**config.mk**
```make
export PLATFORM = sky130hd
export DESIGN_NAME = ccff_bitstream_loader
export DESIGN_NICKNAME = d
export VERILOG_FILES = /design/src/rtl/ccff_loader_pkg.sv /design/src/rtl/ccff_crc16_serial.sv /design/src/rtl/ccff_bitstream_loader.sv
export SDC_FILE = /design/constraint.sdc
export NUM_CORES = 1
export LEC_CHECK = 0
export BUFFER_PORTS_ARGS = -buffer_cell sky130_fd_sc_hd__buf_2
export CELL_PAD_IN_SITES_DETAIL_PLACEMENT = 0
export CELL_PAD_IN_SITES_GLOBAL_PLACEMENT = 1
export CORE_MARGIN = 2
export CORE_UTILIZATION = 41
export CTS_BUF_LIST = sky130_fd_sc_hd__clkbuf_8
export DETAILED_ROUTE_END_ITERATION = 10
export PLACE_DENSITY = 0.87
export SLEW_MARGIN = 20
export SYNTH_ARGS = -nofsm -noshare
export SYNTH_HDL_FRONTEND = slang
export SYNTH_SLANG_ARGS = --single-unit
```
**constraint.sdc**
```tcl
create_clock -name prog_clk -period 2.3 [get_ports prog_clk]
set_input_delay 0.115 -clock prog_clk [delete_from_list [all_inputs] [get_ports prog_clk]]
set_output_delay 0.115 -clock prog_clk [all_outputs]
set_load 0.05 [all_outputs]
```
**src/rtl/ccff_loader_pkg.sv**
```systemverilog
// rtl/ccff_loader_pkg.sv - shared state encoding and CRC-16/CCITT helper for the ccff loader
package ccff_loader_pkg;

    typedef enum logic [2:0] {
        IDLE,
        LOAD,
        SHIFT,
        VERIFY,
        DONE
    } state_e;

    localparam logic [15:0] CRC16_POLY = 16'h1021;
    localparam logic [15:0] CRC16_INIT = 16'hFFFF;

    // One serial step of the MSB-first CCITT CRC.
    function automatic logic [15:0] crc16_step(input logic [15:0] crc, input logic b);
        crc16_step = {crc[14:0], 1'b0} ^ (((crc[15] ^ b) == 1'b1) ? CRC16_POLY : 16'h0000);
    endfunction

endpackage

```
**src/rtl/ccff_crc16_serial.sv**
```systemverilog
// rtl/ccff_crc16_serial.sv - bit-serial CRC-16/CCITT accumulator with synchronous clear
module ccff_crc16_serial
    import ccff_loader_pkg::*;
(
    input  logic        i_clk,
    input  logic        i_rst,
    input  logic        i_clear,
    input  logic        i_en,
    input  logic        i_bit,
    output logic [15:0] o_crc
);

    logic [15:0] r_crc;

    always_ff @(posedge i_clk) begin
        if (i_rst || i_clear) begin
            r_crc <= CRC16_INIT;
        end else if (i_en) begin
            r_crc <= crc16_step(r_crc, i_bit);
        end
    end

    assign o_crc = r_crc;

endmodule

```
**src/rtl/ccff_bitstream_loader.sv**
```systemverilog
// rtl/ccff_bitstream_loader.sv - serialises bitstream words MSB-first into a configuration chain
// Optional recirculating CRC readback verify when CCFF_READBACK_VERIFY_EN is defined.
module ccff_bitstream_loader
    import ccff_loader_pkg::*;
#(
    parameter int WORD_W    = 32,
    parameter int CHAIN_LEN = 1024,
    parameter int CNT_W     = $clog2(CHAIN_LEN + 1)
) (
    input  logic              prog_clk,
    input  logic              prog_reset,
    input  logic              start,
    input  logic              word_valid,
    input  logic [WORD_W-1:0] word_data,
    output logic              word_ready,
    output logic              ccff_head,
    output logic              ccff_shift_en,
    input  logic              ccff_tail,
    output logic              busy,
    output logic              done,
    output logic              error,
    output logic [CNT_W-1:0]  bits_shifted
);

    localparam int WB_W = $clog2(WORD_W + 1);
    localparam logic [CNT_W-1:0] LAST_BIT = CNT_W'(CHAIN_LEN - 1);
    localparam logic [WB_W-1:0]  FULL_WORD = WB_W'(WORD_W);

    state_e            r_state;
    state_e            w_next;
    logic [WORD_W-1:0] r_sreg;
    logic [WB_W-1:0]   r_wbits;
    logic [CNT_W-1:0]  r_bits;
    logic              w_start_ok;
    logic              w_last_bit;

    assign w_start_ok = start && ((r_state == IDLE) || (r_state == DONE));
    assign w_last_bit = (r_bits == LAST_BIT);

`ifdef CCFF_READBACK_VERIFY_EN
    logic [CNT_W-1:0] r_vcnt;
    logic             r_error;
    logic [15:0]      w_crc_load;
    logic [15:0]      w_crc_tail;
    logic             w_verify_last;

    assign w_verify_last = (r_vcnt == LAST_BIT);

    ccff_crc16_serial u_crc_load (
        .i_clk   (prog_clk),
        .i_rst   (prog_reset),
        .i_clear (w_start_ok),
        .i_en    (r_state == SHIFT),
        .i_bit   (r_sreg[WORD_W-1]),
        .o_crc   (w_crc_load)
    );

    ccff_crc16_serial u_crc_tail (
        .i_clk   (prog_clk),
        .i_rst   (prog_reset),
        .i_clear (w_start_ok),
        .i_en    (r_state == VERIFY),
        .i_bit   (ccff_tail),
        .o_crc   (w_crc_tail)
    );

    // The final tail bit lands in the CRC on the same edge, so fold it in here.
    always_ff @(posedge prog_clk) begin
        if (prog_reset) begin
            r_vcnt  <= '0;
            r_error <= 1'b0;
        end else if (w_start_ok) begin
            r_vcnt  <= '0;
            r_error <= 1'b0;
        end else if (r_state == VERIFY) begin
            r_vcnt <= r_vcnt + 1'b1;
            if (w_verify_last) begin
                r_error <= (w_crc_load != crc16_step(w_crc_tail, ccff_tail));
            end
        end
    end

    assign error = r_error;
`else
    logic w_unused_tail;
    assign w_unused_tail = ccff_tail;
    assign error         = 1'b0;
`endif

    always_ff @(posedge prog_clk) begin
        if (prog_reset) begin
            r_state <= IDLE;
            r_sreg  <= '0;
            r_wbits <= '0;
            r_bits  <= '0;
        end else begin
            r_state <= w_next;
            if (w_start_ok) begin
                r_bits <= '0;
            end
            if ((r_state == LOAD) && word_valid) begin
                r_sreg  <= word_data;
                r_wbits <= FULL_WORD;
            end
            if (r_state == SHIFT) begin
                r_sreg  <= {r_sreg[WORD_W-2:0], 1'b0};
                r_wbits <= r_wbits - 1'b1;
                r_bits  <= r_bits + 1'b1;
            end
        end
    end

    always_comb begin
        w_next        = r_state;
        word_ready    = 1'b0;
        ccff_head     = 1'b0;
        ccff_shift_en = 1'b0;
        busy          = 1'b0;
        done          = 1'b0;
        unique case (r_state)
            IDLE: begin
                if (start) w_next = LOAD;
            end
            LOAD: begin
                word_ready = 1'b1;
                busy       = 1'b1;
                if (word_valid) w_next = SHIFT;
            end
            SHIFT: begin
                busy          = 1'b1;
                ccff_shift_en = 1'b1;
                ccff_head     = r_sreg[WORD_W-1];
                if (w_last_bit) begin
`ifdef CCFF_READBACK_VERIFY_EN
                    w_next = VERIFY;
`else
                    w_next = DONE;
`endif
                end else if (r_wbits == WB_W'(1)) begin
                    w_next = LOAD;
                end
            end
            VERIFY: begin
`ifdef CCFF_READBACK_VERIFY_EN
                busy          = 1'b1;
                ccff_shift_en = 1'b1;
                ccff_head     = ccff_tail;
                if (w_verify_last) w_next = DONE;
`else
                w_next = IDLE;
`endif
            end
            DONE: begin
                done = 1'b1;
                if (start) w_next = LOAD;
            end
            default: w_next = IDLE;
        endcase
    end

    assign bits_shifted = r_bits;

endmodule

```
## Word-level counts from Yosys, hierarchy flattened

Index checks and enable logic that the tools add are counted.

- Register bits: 52
- Input bits: 37

- $add $sub $neg: 2
- Equality and inequality tests: 8
- Muxes and demuxes: 16
- Reduce and logical (&&, ||, !) cells: 10

Operators with widths:

| cell | number |
|---|---|
| $mux 32 | 2 |
| $mux 11 | 2 |
| $mux 3 | 4 |
| $mux 6 | 2 |
| $add 11x1->11 const B | 1 |
| $eq 11x10->1 const B | 1 |
| $pmux 3 s3 | 1 |
| $eq 6x1->1 const B | 1 |
| $reduce_or 2->1 | 3 |
| $sub 6x1->6 const B | 1 |
| $mux 1 | 5 |
| $reduce_bool 2->1 | 2 |
| $eq 3x1->1 const B | 1 |
| $eq 3x2->1 const B | 1 |
| $eq 3x3->1 const B | 1 |
| $logic_not 3->1 | 1 |
| $ne 3x2->1 const B | 1 |
| $reduce_and 3->1 | 1 |
| $logic_and 1x1->1 | 2 |
| $ne 2x1->1 const B | 1 |
| $ne 2x2->1 const B | 1 |
| $logic_or 1x1->1 | 1 |

## Logic depth before layout (Yosys ltp)

Gate-level depths: netlist (run 1).

- Depth in word-level cells: 5
- Gate-level depth with buffers: 7

## Least setup slack after synthesis (run 1)

Ideal clock, no wire load.

- Path kind: reg2out
- Start: reg r_state[1]
- End: out busy
- Data arrival time: 2.042 ns
- Setup slack: 0.143 ns
- Cell stages (with the launch flop): 4
- Path buffers: 1
- Cells stage by stage: dfxtp_1 -> clkbuf_1 -> nor3_1 -> or2_2

- Cells in the longest elaborated chain, start to end: 3
- Elaborated cells on any way between the ends: 4

RTL lines:

| element | line | text |
|---|---|---|
| from (decl) | ccff_bitstream_loader.sv:29 | `state_e r_state;` |
| from (signal assigned) | ccff_bitstream_loader.sv:97 | `r_state <= w_next;` |
| $eq 3x1->1 / $eq 3x2->1 (equally long branches) | ccff_bitstream_loader.sv:120 | `unique case (r_state)` |
| $reduce_or 2->1 (no line) * | -- |  |
| $mux 1 * | ccff_bitstream_loader.sv:120 |  |
| to (decl) | ccff_bitstream_loader.sv:19 | `output logic busy,` |

Every way passes the cells marked *; elsewhere a longest branch is shown, timed or not.

## Worst setup path in the final report (run 1)

- Start: reg r_state[2]
- End: out ccff_shift_en

- Cells in the longest elaborated chain, start to end: 2

RTL lines:

| element | line | text |
|---|---|---|
| $eq 3x2->1 | ccff_bitstream_loader.sv:120 |  |
| $mux 1 | ccff_bitstream_loader.sv:120 |  |
| to (decl) | ccff_bitstream_loader.sv:17 | `output logic ccff_shift_en,` |

Every way passes these cells.

==> results of run 1 <==
==> per-layer routing <==
metal | global-route usage [%] | up-vias
met4 | 7.41 | 0
met1 | 22.9 | 1056
met2 | 28.7 | 35
met5 | 0 | -
met3 | 4.09 | 6
li1 | - | 1117
==> worst reg2reg max path, cell delays in order (launching register included) <==
cell and delay, ns:
dfxtp_1 0.37, or3b_4 0.50, clkinv_1 0.25, buf_4 0.20, nand4_1 0.11, or2_2 0.29, a21oi_1 0.13
==> cell type report <==
class,count,area [µm²],area share [%]
multi-input combinational,194,1160,41.7
sequential,52,1040,37.2
timing repair buffer,67,392,14.0
tap,72,90.1,3.22
clock buffer,5,68.8,2.46
clock inverter,3,20.0,0.716
inverter,5,18.8,0.671
==> metrics by stage <==
step                      total power, mW  std cells  setup slack, ns  utilization [%]  cell area, µm²
after floorplan                      1.27        275            0.143                -            2320
after global placement               1.37        385            0.423             48.2            2650
after detailed placement             1.38        385            0.415             48.2            2650
after CTS                            1.90        397           0.0812             50.5            2780
after global routing                 1.99        398           0.0630             50.8            2800
final                                1.89        398            0.175             50.8            2800
==> repair_timing <==
action,CTS,global route
endpoints found under the setup margin,0,1
hold buffers,4,1
resized for setup,0,1
endpoints found under the hold margin,4,1
==> power groups by stage <==
stage / Combinational (mW) / Sequential (mW) / Clock (mW)
after global routing: 0.410 / 1.01 / 0.573
after detailed placement: 0.361 / 1.02 / 0
after floorplan: 0.254 / 1.01 / 0
final: 0.368 / 0.998 / 0.521
after global placement: 0.356 / 1.02 / 0
after CTS: 0.367 / 0.997 / 0.536
==> layout by cell type (no fill, tap or decap), types with 2 or more instances in the layout <==
cell           instances
dfxtp_1               52
buf_2                 51
nand2_1               37
nand3_1               30
a32oi_1               24
a21oi_1               16
nor2_1                13
buf_4                 10
o21ai_0                9
nor3_1                 6
a22oi_1                6
inv_1                  5
clkbuf_8               5
dlygate4sd3_1          5
or3_1                  4
or2_2                  3
nor2b_1                3
a211oi_1               3
nand4_1                3
o211ai_1               3
ha_1                   3
nand3b_1               2
or4_1                  2
nor2_2                 2
and3_1                 2
a221o_1                2
and4_1                 2
mux2_2                 2
==> registers in the layout (all words and copies together) (netlist names) <==
name          count
r_state           3
bits_shifted     11
r_sreg           32
r_wbits           6
==> cell families (layout without fill, tap and decap cells) <==
kind of cell    Yosys count  after routing  share of synthesized area, %
compound gates           68             68                          20.9
fa+ha+maj                 3              3                          1.61
buf+inv                  29             80                          5.33
flops                    52             52                          44.8
mux                       3              3                          1.40
other cells               1              1                         0.161
simple gates            119            119                          25.8
==> worst max-delay path by stage <==
stage | end | startpoint | depth (start not counted)
after floorplan | busy | r_state[1]$_SDFFE_PP0P_ | 3
after global placement | ccff_shift_en | r_state[2]$_SDFFE_PP0P_ | 4
after detailed placement | bits_shifted[9]$_SDFFE_PP0P_ | r_state[2]$_SDFFE_PP0P_ | 6
after CTS | ccff_shift_en | r_state[2]$_SDFFE_PP0P_ | 4
after global routing | ccff_shift_en | r_state[2]$_SDFFE_PP0P_ | 4
final | ccff_shift_en | r_state[2]$_SDFFE_PP0P_ | 4
==> out/qor.txt, run 1 <==
Num CTS Buffers -> 5
Final Wtd Congestion -> 0.779
Syn Nets -> 315
Total grt overflow -> 0
ANT nets after route -> 0
Register share of total power -> 52.9%
Data required time of the critical path -> 2.18 ns
Most common flop cell mapped by yosys -> dfxtp_1
EDFF count, synth -> 0
Die ar. -> 0.00629 mm²
H-tree Lvls -> 2
Hold depth -> 3
Share of the synthesized area in the top cell type -> 44.8%
DP HPWL -> 3560 µm
Netlist cell types -> 45
Reg2reg setup slack -> 0.39 ns
Routed WL -> 5280 µm
Post-synthesis register bit count -> 52
# IOs -> 54
Buffer count from post-CTS setup fixing -> 0
Gr usage total -> 17.8%
Final Slew Violations -> 0
Slew margin rel. -> 39.9%
Via Count -> 2214
Worst path cell trace -> or3b_4 > clkinv_1 > buf_6 > buf_2
Top routing layer used -> met4
Synth cell count leaders -> 52 x dfxtp_1, 37 x nand2_1, 30 x nand3_1, 24 x a32oi_1, 19 x clkbuf_1
Switching share of power -> 30.6%
Hold_ws -> -0.00140 ns
Chip Height -> 79.3 µm
Worst path slowest cell -> or3b_4
Met3 WL -> 233 µm
Status -> finished, violations left
Num rows -> 27
Top cells by area, synth -> dfxtp_1 45%, a32oi_1 9.0%, nand3_1 6.5%
Worst Hold Endpoint -> r_sreg[30]$_SDFFE_PP0P_
Core ar. -> 0.00551 mm²
Clk pin slew, worst setup/hold paths -> 0.11 ns
# port buffers -> 51
Worst Hold Class -> input port to flip-flop
Final Skew -> 0.0161 ns
Avg Inst Size Synth -> 8.45 µm²
Cell Pwr Density -> 675 mW/mm²
Final hold violations -> 1
Die W -> 79.3 µm
WS Path Type -> flip-flop to output pin
Vias in the first global route -> 2086
Pin count of the biggest net entering global routing -> 34
Met2 wire len -> 2400 µm
Max Cap Viol -> 0
Clock tree sinks -> 52
Final net count -> 365
Yosys top cell by area -> dfxtp_1
Vias/cell -> 5.56
Worst path arrival time -> 2.01 ns
FMAX -> 471 MHz
DRT Pass-1 Iters -> 4
Worst Setup Start Kind -> flip-flop
Synth Cell Area -> 0.00232 mm²
Initial Util -> 42.2%
Synth Instances -> 275
Max FO, Critical Path -> 28
Reg2reg start -> r_state[2]$_SDFFE_PP0P_
Failing checks -> hold timing
Avg WL per Cell -> 13.3 µm
R2R Path End -> bits_shifted[9]$_SDFFE_PP0P_
Clock Path Buffers -> 2
Slew of the pin with the lowest slew margin -> 0.900 ns
Root buf cell -> clkbuf_8
N_diodes -> 0
Area growth syn-to-layout -> 20.2%
Maximum vdd drop -> 342 µV
Initial antenna violation count -> 0
Final worst path period share -> 92.4%
Endpoint class of the critical path -> output pin
Iteration-0 DRC Markers -> 97
Min-delay src -> word_data[30]
Filler Cell Count -> 582
Slowest cell delay on critical path -> 0.50 ns
Buf/Inv on CP -> 3
DRT met1 WL -> 2580 µm
Leak -> 1.20 nW
# DRC -> 0
Share of cells above drive strength 1 -> 23.9%
Top Family by Delay on Critical Path -> buffers and inverters
Yosys warns -> 0
CTS tree -> yes
Fin Setup TNS -> 0 ns
RSZ-0062 raised after global routing -> false
Clk pwr share -> 27.6%
Sw Pwr -> 578 µW
Most instantiated library cell after synthesis -> dfxtp_1
Clk Latency, worst-skew pair -> 0.31 ns
First-pass GRT wire length -> 9070 µm
FFs w/ async S/R, synth -> 0%
Seq/Total Area, Yosys -> 44.8%
Cells on worst reg2reg path -> 6
Internal power -> 1.31 mW
Logic pwr share -> 19.5%
Min Clock Period, post-route -> 2.13 ns
Final Setup Violations -> 0
No activity file was read; power rests on OpenSTA's default activity.
==> run 2, diff against run 1 <==
CORE_UTILIZATION = 37   (was 41)
PLACE_DENSITY = 0.83   (was 0.87)
clock period = 1.92 ns   (was 2.3 ns; I/O delays follow)
==> out/qor.txt, run 2 (synthesis gave the netlist of run 1 again) <==
DRT Pass-1 Iters -> 4 (unchanged)
# DRC -> 0 (unchanged)
Chip Height -> 83.3 µm (+5.0%)
Die ar. -> 0.00693 mm² (+10%)
Vias in the first global route -> 2168 (+3.9%)
RSZ-0062 raised after global routing -> false
Final Wtd Congestion -> 0.805 (+3.3%)
Final worst path period share -> 94.5%
Endpoint class of the critical path -> output pin
Gr usage total -> 16.6% (-1.2 points)
Clock Path Buffers -> 2 (unchanged)
First-pass GRT wire length -> 9670 µm (+6.7%)
Clk pin slew, worst setup/hold paths -> 0.10 ns (about the same)
FMAX -> 551 MHz
Avg WL per Cell -> 13.1 µm (-0.95%)
Core ar. -> 0.00599 mm² (+8.8%)
Final Cell Area -> 0.00312 mm² (+12%)
H-tree Lvls -> 2 (unchanged)
Clock tree sinks -> 52 (unchanged)
Iteration-0 DRC Markers -> 91 (-6.2%)
Maximum vdd drop -> 366 µV (+7.1%)
Buffer count from post-CTS setup fixing -> 0 (unchanged)
Share of cells above drive strength 1 -> 24.7% (+0.79 points)
CTS tree -> yes
Final net count -> 391 (+7.1%)
Routed WL -> 5630 µm (+6.5%)
Max FO, Critical Path -> 22 (-21%)
Commonest non-fill, non-tap cell in the layout -> dfxtp_1
Worst Hold Class -> input port to flip-flop
Most frequent cells in the layout -> 51 x dfxtp_1, 49 x buf_2, 37 x nand2_1, 30 x nand3_1, 26 x dlygate4sd3_1
Register with the most flip-flops -> r_sreg
Max Cap Viol -> 0 (unchanged)
Cells on worst reg2reg path -> 6 (unchanged)
Final Slew Violations -> 0 (unchanged)
Root buf cell -> clkbuf_8
Initial Util -> 38.8% (-3.4 points)
Cell Pwr Density -> 748 mW/mm² (+11%)
Hold_ws -> 0.0107 ns (+0.0121 ns)
Pwr Total -> 2.33 mW (+24%)
Pin count of the biggest net entering global routing -> 30 (-12%)
Setup WS pre-CTS -> 0.230 ns (-0.185 ns)
Setup ws final -> 0.105 ns (-0.0700 ns)
Die W -> 83.3 µm (+5.0%)
Fin Setup TNS -> 0 ns (unchanged)
Num rows -> 28 (+3.7%)
Via Count -> 2297 (+3.7%)
Num CTS Buffers -> 5 (unchanged)
ANT nets after route -> 0 (unchanged)
DP Area -> 0.00276 mm² (+3.9%)
# port buffers -> 51 (unchanged)
Status -> completed
Min Clock Period, post-route -> 1.82 ns
Final Skew -> 0.00985 ns (-0.00630 ns)
Worst path arrival time -> 1.72 ns (-0.29 ns)
Clk Latency, worst-skew pair -> 0.31 ns (about the same)
DP HPWL -> 3770 µm (+5.8%)
Max reg flops -> 32 (unchanged)
WS Path Type -> flip-flop to output pin
Leak -> 1.34 nW (+12%)
Worst Setup Start Kind -> flip-flop
Total grt overflow -> 0 (unchanged)
Slew of the pin with the lowest slew margin -> 0.506 ns (-0.394 ns)
Final hold violations -> 0 (-1)
Data required time of the critical path -> 1.82 ns (-0.36 ns)
# IOs -> 54 (unchanged)
Final Setup Violations -> 0 (unchanged)
Vias/cell -> 5.37 (-3.5%)
Slew margin rel. -> 66.2% (+26 points)
Area growth syn-to-layout -> 34.1%
Hold depth -> 3 (unchanged)
Initial antenna violation count -> 0 (unchanged)
-- run 2: cell count changes in the layout (fill, tap and decap cells not counted), sizes merged --
cell	change
clkbuf	+1
dlygate4sd3	+21
diode	+1
buf	+4
-- run 2: path summary, 6_finish.rpt --
check | startpoint | slack (ns) | to
worst min register to register | r_sreg[27]$_SDFFE_PP0P_ | 0.45 | r_sreg[28]$_SDFFE_PP0P_
worst max register to register | r_state[1]$_SDFFE_PP0P_ | 0.25 | bits_shifted[9]$_SDFFE_PP0P_
worst min-delay path | word_data[6] | 0.01 | r_sreg[6]$_SDFFE_PP0P_
worst max-delay path | r_state[1]$_SDFFE_PP0P_ | 0.10 | busy
-- run 2: routing by layer --
metal | GRT usage, % | vias up | share of wire (%)
li1 | - | 1169 | -
met1 | 21.7 | 1071 | 47
met2 | 26.8 | 49 | 47
met3 | 3.18 | 8 | 3.8
met4 | 6.71 | 0 | 1.5
met5 | 0 | - | 0
-- run 2: worst max-delay path, cell delays in order, from the launching register on --
cell and delay [ns]:
dfxtp_1 0.32, or3b_4 0.29, clkinv_2 0.13, buf_12 0.18
or2_2 0.29, clkbuf_4 0.21
-- run 2: layout make-up --
type / instances / area [µm²]
flip-flops and latches: 52 / 1040
clock buffers: 5 / 68.8
multi-input cells: 194 / 1170
fillers: 551 / 2870
inverters: 5 / 20.0
diodes: 1 / 2.50
clock inverters: 3 / 20.0
well taps: 75 / 93.8
repair buffers: 93 / 694
-- run 2: repair_timing --
| action | 4_1_cts | 5_1_grt |
|---|---|---|
| pin swaps | 0 | 0 |
| endpoints found under the hold margin | 26 | 0 |
| endpoints found under the setup margin | 2 | 1 |
| gates resized for setup | 2 | 2 |
| hold buffers | 26 | 0 |
-- run 2: per-stage QoR --
stage               cells  util [%]
floorplan             275         -
global placement      393      46.0
detailed placement    393      46.0
CTS                   427      51.9
global route          427      52.0
finish                428      52.0
-- run 2: where the power goes --
part	internal [mW]	leakage, nW	switching (mW)
registers	1.15	0.423	0.0453
logic	0.228	0.873	0.296
clock network	0.255	0.0455	0.362
==> run 3, diff against run 2 <==
REMOVE_ABC_BUFFERS = 1   (was default)
==> out/qor.txt, run 3 (synthesis gave the netlist of run 1 again) <==
Num rows -> 28 (unchanged)
Status -> completed
Final worst path period share -> 94.3% (-0.25 points)
Gr usage total -> 17.0% (+0.42 points)
Max FO, Critical Path -> 15 (-32%)
R2R Path End -> bits_shifted[10]$_SDFFE_PP0P_
Worst path arrival time -> 1.71 ns (about the same)
N_diodes -> 0 (-1)
Min-delay src -> word_data[1]
Most frequent cells in the layout -> 52 x dfxtp_1, 50 x buf_2, 37 x nand2_1, 30 x nand3_1, 27 x dlygate4sd3_1
Clk pwr share -> 27.8% (+1.4 points)
Initial Util -> 38.8% (unchanged)
Pwr Total -> 2.36 mW (+1.4%)
Area growth syn-to-layout -> 33.2%
Fin Setup TNS -> 0 ns (unchanged)
Min Clock Period, post-route -> 1.81 ns (-0.00483 ns)
Worst path cell trace -> or3b_4 > inv_6 > buf_4 > buf_2
Maximum vdd drop -> 348 µV (-5.1%)
Setup WS pre-CTS -> 0.187 ns (-0.0433 ns)
Hold_ws -> 0.00852 ns (-0.00221 ns)
Max reg flops -> 32 (unchanged)
Initial antenna violation count -> 0 (unchanged)
Commonest non-fill, non-tap cell in the layout -> dfxtp_1
Die W -> 83.3 µm (unchanged)
Total grt overflow -> 0 (unchanged)
Clock Path Buffers -> 2 (unchanged)
Fin cells -> 430 (+0.47%)
Data required time of the critical path -> 1.82 ns (about the same)
Cell Pwr Density -> 764 mW/mm² (+2.1%)
Final Setup Violations -> 0 (unchanged)
FMAX -> 552 MHz (+0.27%)
Vias/cell -> 5.40 (+0.53%)
Avg WL per Cell -> 13.4 µm (+1.6%)
Critical Path Start -> r_state[1]$_SDFFE_PP0P_
Iteration-0 DRC Markers -> 130 (+43%)
Leak -> 1.34 nW (-0.32%)
Clk Latency, worst-skew pair -> 0.31 ns (about the same)
DRT Pass-1 Iters -> 4 (unchanged)
# DRC -> 0 (unchanged)
Chip Height -> 83.3 µm (unchanged)
# port buffers -> 51 (unchanged)
Slowest cell delay on critical path -> 0.41 ns (+0.09 ns)
Setup ws final -> 0.110 ns (+0.00483 ns)
Final Cell Area -> 0.00310 mm² (-0.68%)
Sw Pwr -> 730 µW (+3.8%)
Filler Cell Count -> 585 (+6.2%)
Cells on worst reg2reg path -> 5 (-1)
Placed Cells -> 395 (+0.51%)
Worst Hold Class -> input port to flip-flop
Pin count of the biggest net entering global routing -> 28 (-6.7%)
Die ar. -> 0.00693 mm² (unchanged)
Vias in the first global route -> 2085 (-3.8%)
DP HPWL -> 3830 µm (+1.7%)
Clock tree sinks -> 52 (unchanged)
Reg2reg setup slack -> 0.12 ns (-0.13 ns)
Multi-input gate area -> 0.00116 mm² (-0.85%)
Num CTS Buffers -> 5 (unchanged)
Final Slew Violations -> 0 (unchanged)
ANT nets after route -> 0 (unchanged)
Max Cap Viol -> 0 (unchanged)
Final hold violations -> 0 (unchanged)
Register share of total power -> 50.3% (-0.8 points)
Via Count -> 2320 (+1.0%)
Fin util -> 51.7% (-0.36 points)
Routed WL -> 5740 µm (+2.1%)
First-pass GRT wire length -> 9830 µm (+1.6%)
WS Path Type -> flip-flop to output pin
Final Skew -> 0.00860 ns (-0.00125 ns)
Root buf cell -> clkbuf_8
RSZ-0062 raised after global routing -> false
Core ar. -> 0.00599 mm² (unchanged)
Share of cells above drive strength 1 -> 24.5% (-0.21 points)
Hold depth -> 3 (unchanged)
Worst Setup Start Kind -> flip-flop
Logic pwr share -> 21.9% (-0.6 points)
Clk pin slew, worst setup/hold paths -> 0.10 ns (about the same)
Endpoint class of the critical path -> output pin
Switching share of power -> 30.9% (+0.71 points)
DP Area -> 0.00272 mm² (-1.2%)
Register with the most flip-flops -> r_sreg
Reg2reg start -> r_state[1]$_SDFFE_PP0P_
Worst path slowest cell -> or3b_4
# IOs -> 54 (unchanged)
H-tree Lvls -> 2 (unchanged)
Final Wtd Congestion -> 0.750 (-6.8%)
Final net count -> 394 (+0.77%)
CTS tree -> yes
FF/Latch Area -> 0.00104 mm² (-0.12%)
Crit path to -> ccff_shift_en
Internal power -> 1.63 mW (+0.35%)
==> run 3: power groups by stage <==
stage	combinational [mW]	sequential, mW	clock [mW]
finish	0.517	1.19	0.657
global route	0.567	1.20	0.729
CTS	0.514	1.19	0.682
detailed placement	0.470	1.21	0
global placement	0.466	1.21	0
floorplan	0.262	1.22	0
==> run 3: critical path: cells and delay by family (launching register included) <==
| family | cells | cell delay, ns |
|---|---|---|
| buffers and inverters | 3 | 0.64 |
| AND/OR/NAND/NOR | 1 | 0.41 |
| flip-flops | 1 | 0.35 |
==> run 3: layout make-up <==
cell class,instances,share of cell area [%]
Clock buffer,5,2.22
Sequential cell,52,33.6
Timing Repair Buffer,96,21.8
Inverter,5,0.768
Multi-Input combinational cell,194,37.6
Tap cell,75,3.03
Clock inverter,3,0.889
==> run 3: worst min path at each step <==
stage,end,slack [ns]
6_report,r_sreg[1]$_SDFFE_PP0P_,0.009
5_1_grt,r_sreg[2]$_SDFFE_PP0P_,0.008
4_1_cts,r_sreg[2]$_SDFFE_PP0P_,0.001
3_5_place_dp,r_sreg[5]$_SDFFE_PP0P_,0.30
3_3_place_gp,r_sreg[31]$_SDFFE_PP0P_,0.30
2_1_floorplan,bits_shifted[10]$_SDFFE_PP0P_,0.17
==> run 3: layer usage <==
| layer | routed length, µm | GRT usage, % | up-vias |
|---|---|---|---|
| li1 | - | - | 1179 |
| met2 | 2680 | 27.6 | 50 |
| met3 | 213 | 3.68 | 7 |
| met4 | 101 | 5.66 | 0 |
| met5 | 0 | 0 | - |
| met1 | 2750 | 22.5 | 1084 |
==> run 3: what timing repair did <==
item | in CTS | in global routing
hold endpoints to repair | 27 | 0
setup endpoints to repair | 3 | 2
resized for setup | 1 | 4
setup buffers | 0 | 0
hold buffers | 27 | 0
